File: config.mk
export PLATFORM = sky130hd
export DESIGN_NAME = inst_fetch
export DESIGN_NICKNAME = d
export VERILOG_FILES = /design/src/rtl/fetch_pkg.sv /design/src/rtl/fetch_queue.sv /design/src/rtl/inst_fetch.sv
export SDC_FILE = /design/constraint.sdc
export NUM_CORES = 1
export LEC_CHECK = 0
export CAP_MARGIN = 20
export CELL_PAD_IN_SITES_DETAIL_PLACEMENT = 0
export CELL_PAD_IN_SITES_GLOBAL_PLACEMENT = 2
export CORE_UTILIZATION = 35
export CTS_BUF_LIST = sky130_fd_sc_hd__clkbuf_8
export DETAILED_ROUTE_END_ITERATION = 10
export PLACE_DENSITY_LB_ADDON = 0.25
export SYNTH_ARGS = -nofsm -noshare
export SYNTH_HDL_FRONTEND = slang
export SYNTH_SLANG_ARGS = --single-unit
File: constraint.sdc
create_clock -name clk -period 11.05 [get_ports clk]
set_input_delay 3.315 -clock clk [delete_from_list [all_inputs] [get_ports clk]]
set_output_delay 3.315 -clock clk [all_outputs]
set_load 0.03 [all_outputs]
File: src/rtl/fetch_pkg.sv
// Shared types and constants for the instruction fetch stage.
package fetch_pkg;
  localparam int XLEN = 32;
  localparam int ENTRY_W = 2 * XLEN;
  localparam logic [XLEN-1:0] DEFAULT_RESET_PC = 32'h0000_0000;

  typedef enum logic {
    F_RUN  = 1'b0,
    F_DROP = 1'b1
  } fetch_state_t;

  typedef struct packed {
    logic [XLEN-1:0] pc;
    logic [XLEN-1:0] inst;
  } fetch_entry_t;
endpackage

File: src/rtl/fetch_queue.sv
// Prefetch FIFO of fetch entries with synchronous flush; the head is read
// straight from storage registers so outputs carry no combinational input path.
module fetch_queue
  import fetch_pkg::*;
#(
  parameter int DEPTH = 2
) (
  input  logic                    clk,
  input  logic                    rst_n,
  input  logic                    flush,
  input  logic                    push,
  input  logic [ENTRY_W-1:0]      push_data,
  input  logic                    pop,
  output logic                    head_valid,
  output logic [ENTRY_W-1:0]      head_data,
  output logic [$clog2(DEPTH):0]  count
);
  localparam int AW = $clog2(DEPTH);
  localparam int CW = AW + 1;

  logic [ENTRY_W-1:0] mem [DEPTH];
  logic [AW-1:0]      rd_ptr;
  logic [AW-1:0]      wr_ptr;

  // Storage is cleared on reset so the head reads as zero until the first push.
  always_ff @(posedge clk) begin
    if (!rst_n) begin
      rd_ptr <= '0;
      wr_ptr <= '0;
      count  <= '0;
      for (int i = 0; i < DEPTH; i++) mem[i] <= '0;
    end else if (flush) begin
      rd_ptr <= '0;
      wr_ptr <= '0;
      count  <= '0;
    end else begin
      if (push) begin
        mem[wr_ptr] <= push_data;
        wr_ptr      <= wr_ptr + AW'(1);
      end
      if (pop) rd_ptr <= rd_ptr + AW'(1);
      case ({push, pop})
        2'b10:   count <= count + CW'(1);
        2'b01:   count <= count - CW'(1);
        default: count <= count;
      endcase
    end
  end

  assign head_valid = (count != '0);
  assign head_data  = mem[rd_ptr];
endmodule

File: src/rtl/inst_fetch.sv
// Instruction fetch stage: PC, single-outstanding imem requests, prefetch queue.
// Optional same-cycle response bypass: define INST_FETCH_BYPASS_EN.
module inst_fetch
  import fetch_pkg::*;
#(
  parameter int              DEPTH    = 2,
  parameter logic [XLEN-1:0] RESET_PC = DEFAULT_RESET_PC
) (
  input  logic            clk,
  input  logic            rst_n,
  input  logic            jump_flag,
  input  logic [XLEN-1:0] jump_target,
  output logic            imem_req,
  output logic [XLEN-1:0] imem_addr,
  input  logic            imem_ack,
  input  logic [XLEN-1:0] imem_rdata,
  output logic            inst_valid,
  output logic [XLEN-1:0] inst,
  output logic [XLEN-1:0] inst_pc,
  input  logic            inst_ready
);
  localparam int CW = $clog2(DEPTH) + 1;
  localparam logic [CW-1:0] DEPTH_C = CW'(DEPTH);

  fetch_state_t    state;
  logic [XLEN-1:0] fetch_pc;
  logic [XLEN-1:0] target;
  logic [XLEN-1:0] pc_plus4;
  logic [CW-1:0]   count;
  logic [CW-1:0]   count_next;
  logic            ack_hit;
  logic            ack_run;
  logic            push;
  logic            pop;
  logic            bypass_take;
  logic            head_valid;
  logic [ENTRY_W-1:0] head_bits;
  fetch_entry_t    head_entry;
  fetch_entry_t    push_entry;

  assign target     = jump_target & ~32'h3;
  assign pc_plus4   = fetch_pc + 32'd4;
  assign ack_hit    = imem_ack && imem_req;
  assign ack_run    = ack_hit && (state == F_RUN) && !jump_flag;
  assign push_entry = '{pc: fetch_pc, inst: imem_rdata};
  assign head_entry = fetch_entry_t'(head_bits);

  // Decoder handshake: an entry transfers on any rising edge where inst_valid
  // and inst_ready are both high; inst_valid never waits on inst_ready.
`ifdef INST_FETCH_BYPASS_EN
  logic bypass_hit;
  assign bypass_hit  = ack_run && !head_valid;
  assign bypass_take = bypass_hit && inst_ready;
  assign inst_valid  = head_valid || bypass_hit;
  assign inst        = bypass_hit ? imem_rdata : head_entry.inst;
  assign inst_pc     = bypass_hit ? fetch_pc : head_entry.pc;
`else
  assign bypass_take = 1'b0;
  assign inst_valid  = head_valid;
  assign inst        = head_entry.inst;
  assign inst_pc     = head_entry.pc;
`endif

  assign push = ack_run && !bypass_take;
  assign pop  = head_valid && inst_ready;

  always_comb begin
    count_next = count;
    if (jump_flag) count_next = '0;
    else           count_next = count + CW'(push) - CW'(pop);
  end

  fetch_queue #(.DEPTH(DEPTH)) u_queue (
    .clk        (clk),
    .rst_n      (rst_n),
    .flush      (jump_flag),
    .push       (push),
    .push_data  (push_entry),
    .pop        (pop),
    .head_valid (head_valid),
    .head_data  (head_bits),
    .count      (count)
  );

  // While a request is pending (req high, no ack) req and addr are frozen;
  // a jump that abandons it parks in F_DROP until the stale ack is swallowed.
  always_ff @(posedge clk) begin
    if (!rst_n) begin
      state     <= F_RUN;
      fetch_pc  <= RESET_PC;
      imem_req  <= 1'b0;
      imem_addr <= RESET_PC;
    end else begin
      case (state)
        F_RUN: begin
          if (jump_flag) begin
            fetch_pc <= target;
            if (imem_req && !imem_ack) begin
              state <= F_DROP;
            end else begin
              imem_req  <= 1'b1;
              imem_addr <= target;
            end
          end else if (!(imem_req && !imem_ack)) begin
            if (ack_hit) fetch_pc <= pc_plus4;
            imem_req  <= (count_next < DEPTH_C);
            imem_addr <= ack_hit ? pc_plus4 : fetch_pc;
          end
        end
        F_DROP: begin
          if (jump_flag) fetch_pc <= target;
          if (imem_ack) begin
            state     <= F_RUN;
            imem_req  <= 1'b1;
            imem_addr <= jump_flag ? target : fetch_pc;
          end
        end
        default: state <= F_RUN;
      endcase
    end
  end
endmodule
==> qor.csv <==
stage;metric;value;unit
cells_and_area;antenna_cells;0;
clock_tree;post_cts_buffers;0;
place;dp_hpwl;14060;µm
clock_tree;clockBufferDepth;2;
clock_tree;clock_sinks;199;
sta;rsz0062_at_grt;no;
drt;vias;6162;
global_routing;grt_usage;17.09;%
cells_and_area;area_growth_syn_to_layout;26.68;%
sta;hold_slack;0.4647;ns
logic_synthesis;synth.top_cell.area_share;43.53;%
sta;timing.final.crit_share;53.21;%
setup_path;cp_slowest_cell;buf_4;
floorplanning;coreArea;24530;µm²
clock_tree;clk_pin_slew;0.11;ns
job;max-cap-violations;0;
floorplanning;die_h;160.8;µm
global_routing;grt_overflow;0;
sta;relSlewSlack;32.04;%
logic_synthesis;synth_most_common_cell;and2_1;
cells_and_area;fin_cells;1229;
clock_tree;cts_tree;yes;
floorplanning;fp.dieArea;25870;µm²
floorplanning;die_w;160.8;µm
logic_synthesis;synth_edf_count;128;
drt;drt_wl_total;21790;µm
setup_path;worstPathArrival;5.97;ns
setup_path;max_stage_delay;0.68;ns
cells_and_area;drive_above_1_share;14.03;%
setup_path;crit_fanout;60;
floorplanning;io_pins;167;
clock_tree;numCtsBuffers;17;
cells_and_area;fin_nets;964;
global_routing;grt_pass1_wl;34210;µm
logic_synthesis;syn_area_per_cell;11.81;µm²
logic_synthesis;synthTopCellsByArea;edfxtp_1, dfxtp_1, and2_1;
logic_synthesis;synthTopCellsByCount;and2_1, edfxtp_1, dfxtp_1, mux2_2, clkbuf_1;
drt;viasPerCell;5.014;
setup_path;cp-start-kind;input pin;
setup_path;end_kind;register;
global_routing;antenna_found_initial;0;
sta;setup_tns;0;ns
logic_synthesis;syn-instance-count;748;
clock_tree;clk_latency;0.47;ns
sta;setup_viol;0;
power_and_ir_drop;peakVddDrop;64.17;µV
drt;antenna_left;0;
sta;hold_viol;0;
cells_and_area;num-fill-cells;2302;
power_and_ir_drop;powerDensity;135.5;nW/µm²
setup_path;crit_top_cell;buf_4;
power_and_ir_drop;p_leak;0.003994;µW
logic_synthesis;synth_flop_cell;edfxtp_1;
status;status;completed;
logic_synthesis;ys_warn_count;0;
setup_path;worstPathCellList;clkdlybuf4s50_1 -> buf_4 -> inv_1 -> nor2_1 -> and3_2 -> nand2b_2 -> buf_4;
clock_tree;cts_hold_buf;0;
sta;fin_skew;0.02050;ns
global_routing;first_global_vias;6225;
place;dp.cells;1196;
drt;drc_errors;0;
logic_synthesis;async_flop_share;0;%
setup_path;reg2reg_depth;4;
logic_synthesis;synth_top_area_cell;edfxtp_1;
drt;dr.pass1.iters;5;
logic_synthesis;synthDistinctLibCells;50;
global_routing;grt_max_degree;66;
worst_hold_path;holdCritPathClass;register to register;
logic_synthesis;synth_seq_area_share;59.62;%
drt;drt_iter0_markers;433;
sta;clock.fmax;170.1;MHz
place;port_buffers;164;
logic_synthesis;netlist_area;8831;µm²
place;routabilityCongestion;0.8291;
logic_synthesis;synth-seq-cells;199;
floorplanning;rows;57;
floorplanning;start_util;36.00;%
worst_hold_path;hold_depth;2;
sta;fin_crit;5.880;ns
clock_tree;cts_root_buf;clkbuf_8;
clock_tree;ctsResizeCount;0;
clock_tree;htreeDepth;4;
sta;slew_violations;0;
logic_synthesis;synth.net_count;820;
drt;wl_per_cell;17.73;µm
sta;worstMarginPinSlew;1.010;ns
setup_path;cp.required;11.14;ns
setup_path;critPathKind;input pin to register;
[cells by family (layout without fill, tap and decap cells)]
logic type	after synthesis	count (layout)	synth area share [%]
fa+ha+maj	3	3	0.4251
xor+xnor	14	14	1.389
flops	199	199	59.62
mux	71	71	8.954
simple gates	316	316	20.36
buf+inv	57	214	2.508
compound gates	88	88	6.744
[sequential cells by signal, summed over array words and instances (netlist names), named ones only]
register / count
imem_addr: 32
state: 1
u_queue.count: 2
u_queue.rd_ptr: 1
u_queue.mem: 128
u_queue.wr_ptr: 1
imem_req: 1
fetch_pc: 32
[critical path, delay by kind of cell]
family	cells	cell delay, ns
buf+inv	4	1.65
simple gates	3	0.94
[layout make-up]
class	instances	area [µm²]	area share, %
repair buffers	174	1729	15.46
inverters	8	30.03	0.2684
clock buffers	17	234.0	2.091
well taps	324	405.4	3.624
flip-flops and latches	199	5266	47.08
multi-input cells	492	3367	30.10
clock inverters	15	155.1	1.387
[routing by layer]
metal | vias up | wire length [µm] | global-route usage (%) | share of wire, %
met3 | 15 | 1259 | 3.590 | 5.8
li1 | 2991 | - | - | -
met4 | 0 | 308 | 4.889 | 1.4
met2 | 191 | 9875 | 27.29 | 45
met5 | - | 0 | 0 | 0
met1 | 2965 | 10340 | 23.32 | 47
[stage by stage]
step                power, µW  utilization, %  setup WS (ns)  instance area, µm²
floorplan               980.3               -          2.034                8831
global placement         1076           43.93          4.078               10780
detailed placement       1079           43.93          4.032               10780
CTS                      1533           45.52          4.538               11170
global route             1573           45.60          4.946               11190
finish                   1516           45.60          5.170               11190
[power by group]
group | switching [µW] | internal (µW) | leakage (µW) | total [µW]
combinational | 116 | 90.5 | 0.00189 | 207
sequential | 26.0 | 828 | 0.00191 | 854
clock | 285 | 170 | 0.000189 | 455
total | 428 | 1090 | 0.00399 | 1520
[path summary, 6_finish.rpt]
path	start	endpoint	slack, ns
worst max-delay path	rst_n	u_queue.mem[1][51]	5.17
worst min-delay path	imem_addr[4]	imem_addr[4]	0.46
worst max register to register	imem_req	u_queue.mem[1][51]	8.18
worst min register to register	imem_addr[4]	imem_addr[4]	0.46
[cell usage in the layout, fill, tap and decap left out, types with 23 or more instances in the layout]
cell	netlist	final
mux2_2	64	64
dfxtp_1	71	70
o21ai_0	24	23
nand3_1	28	28
and2_1	132	132
nand2_1	32	32
nor2_1	39	38
edfxtp_1	128	128
clkdlybuf4s50_1	0	164
No activity file was read; power rests on OpenSTA's default activity.
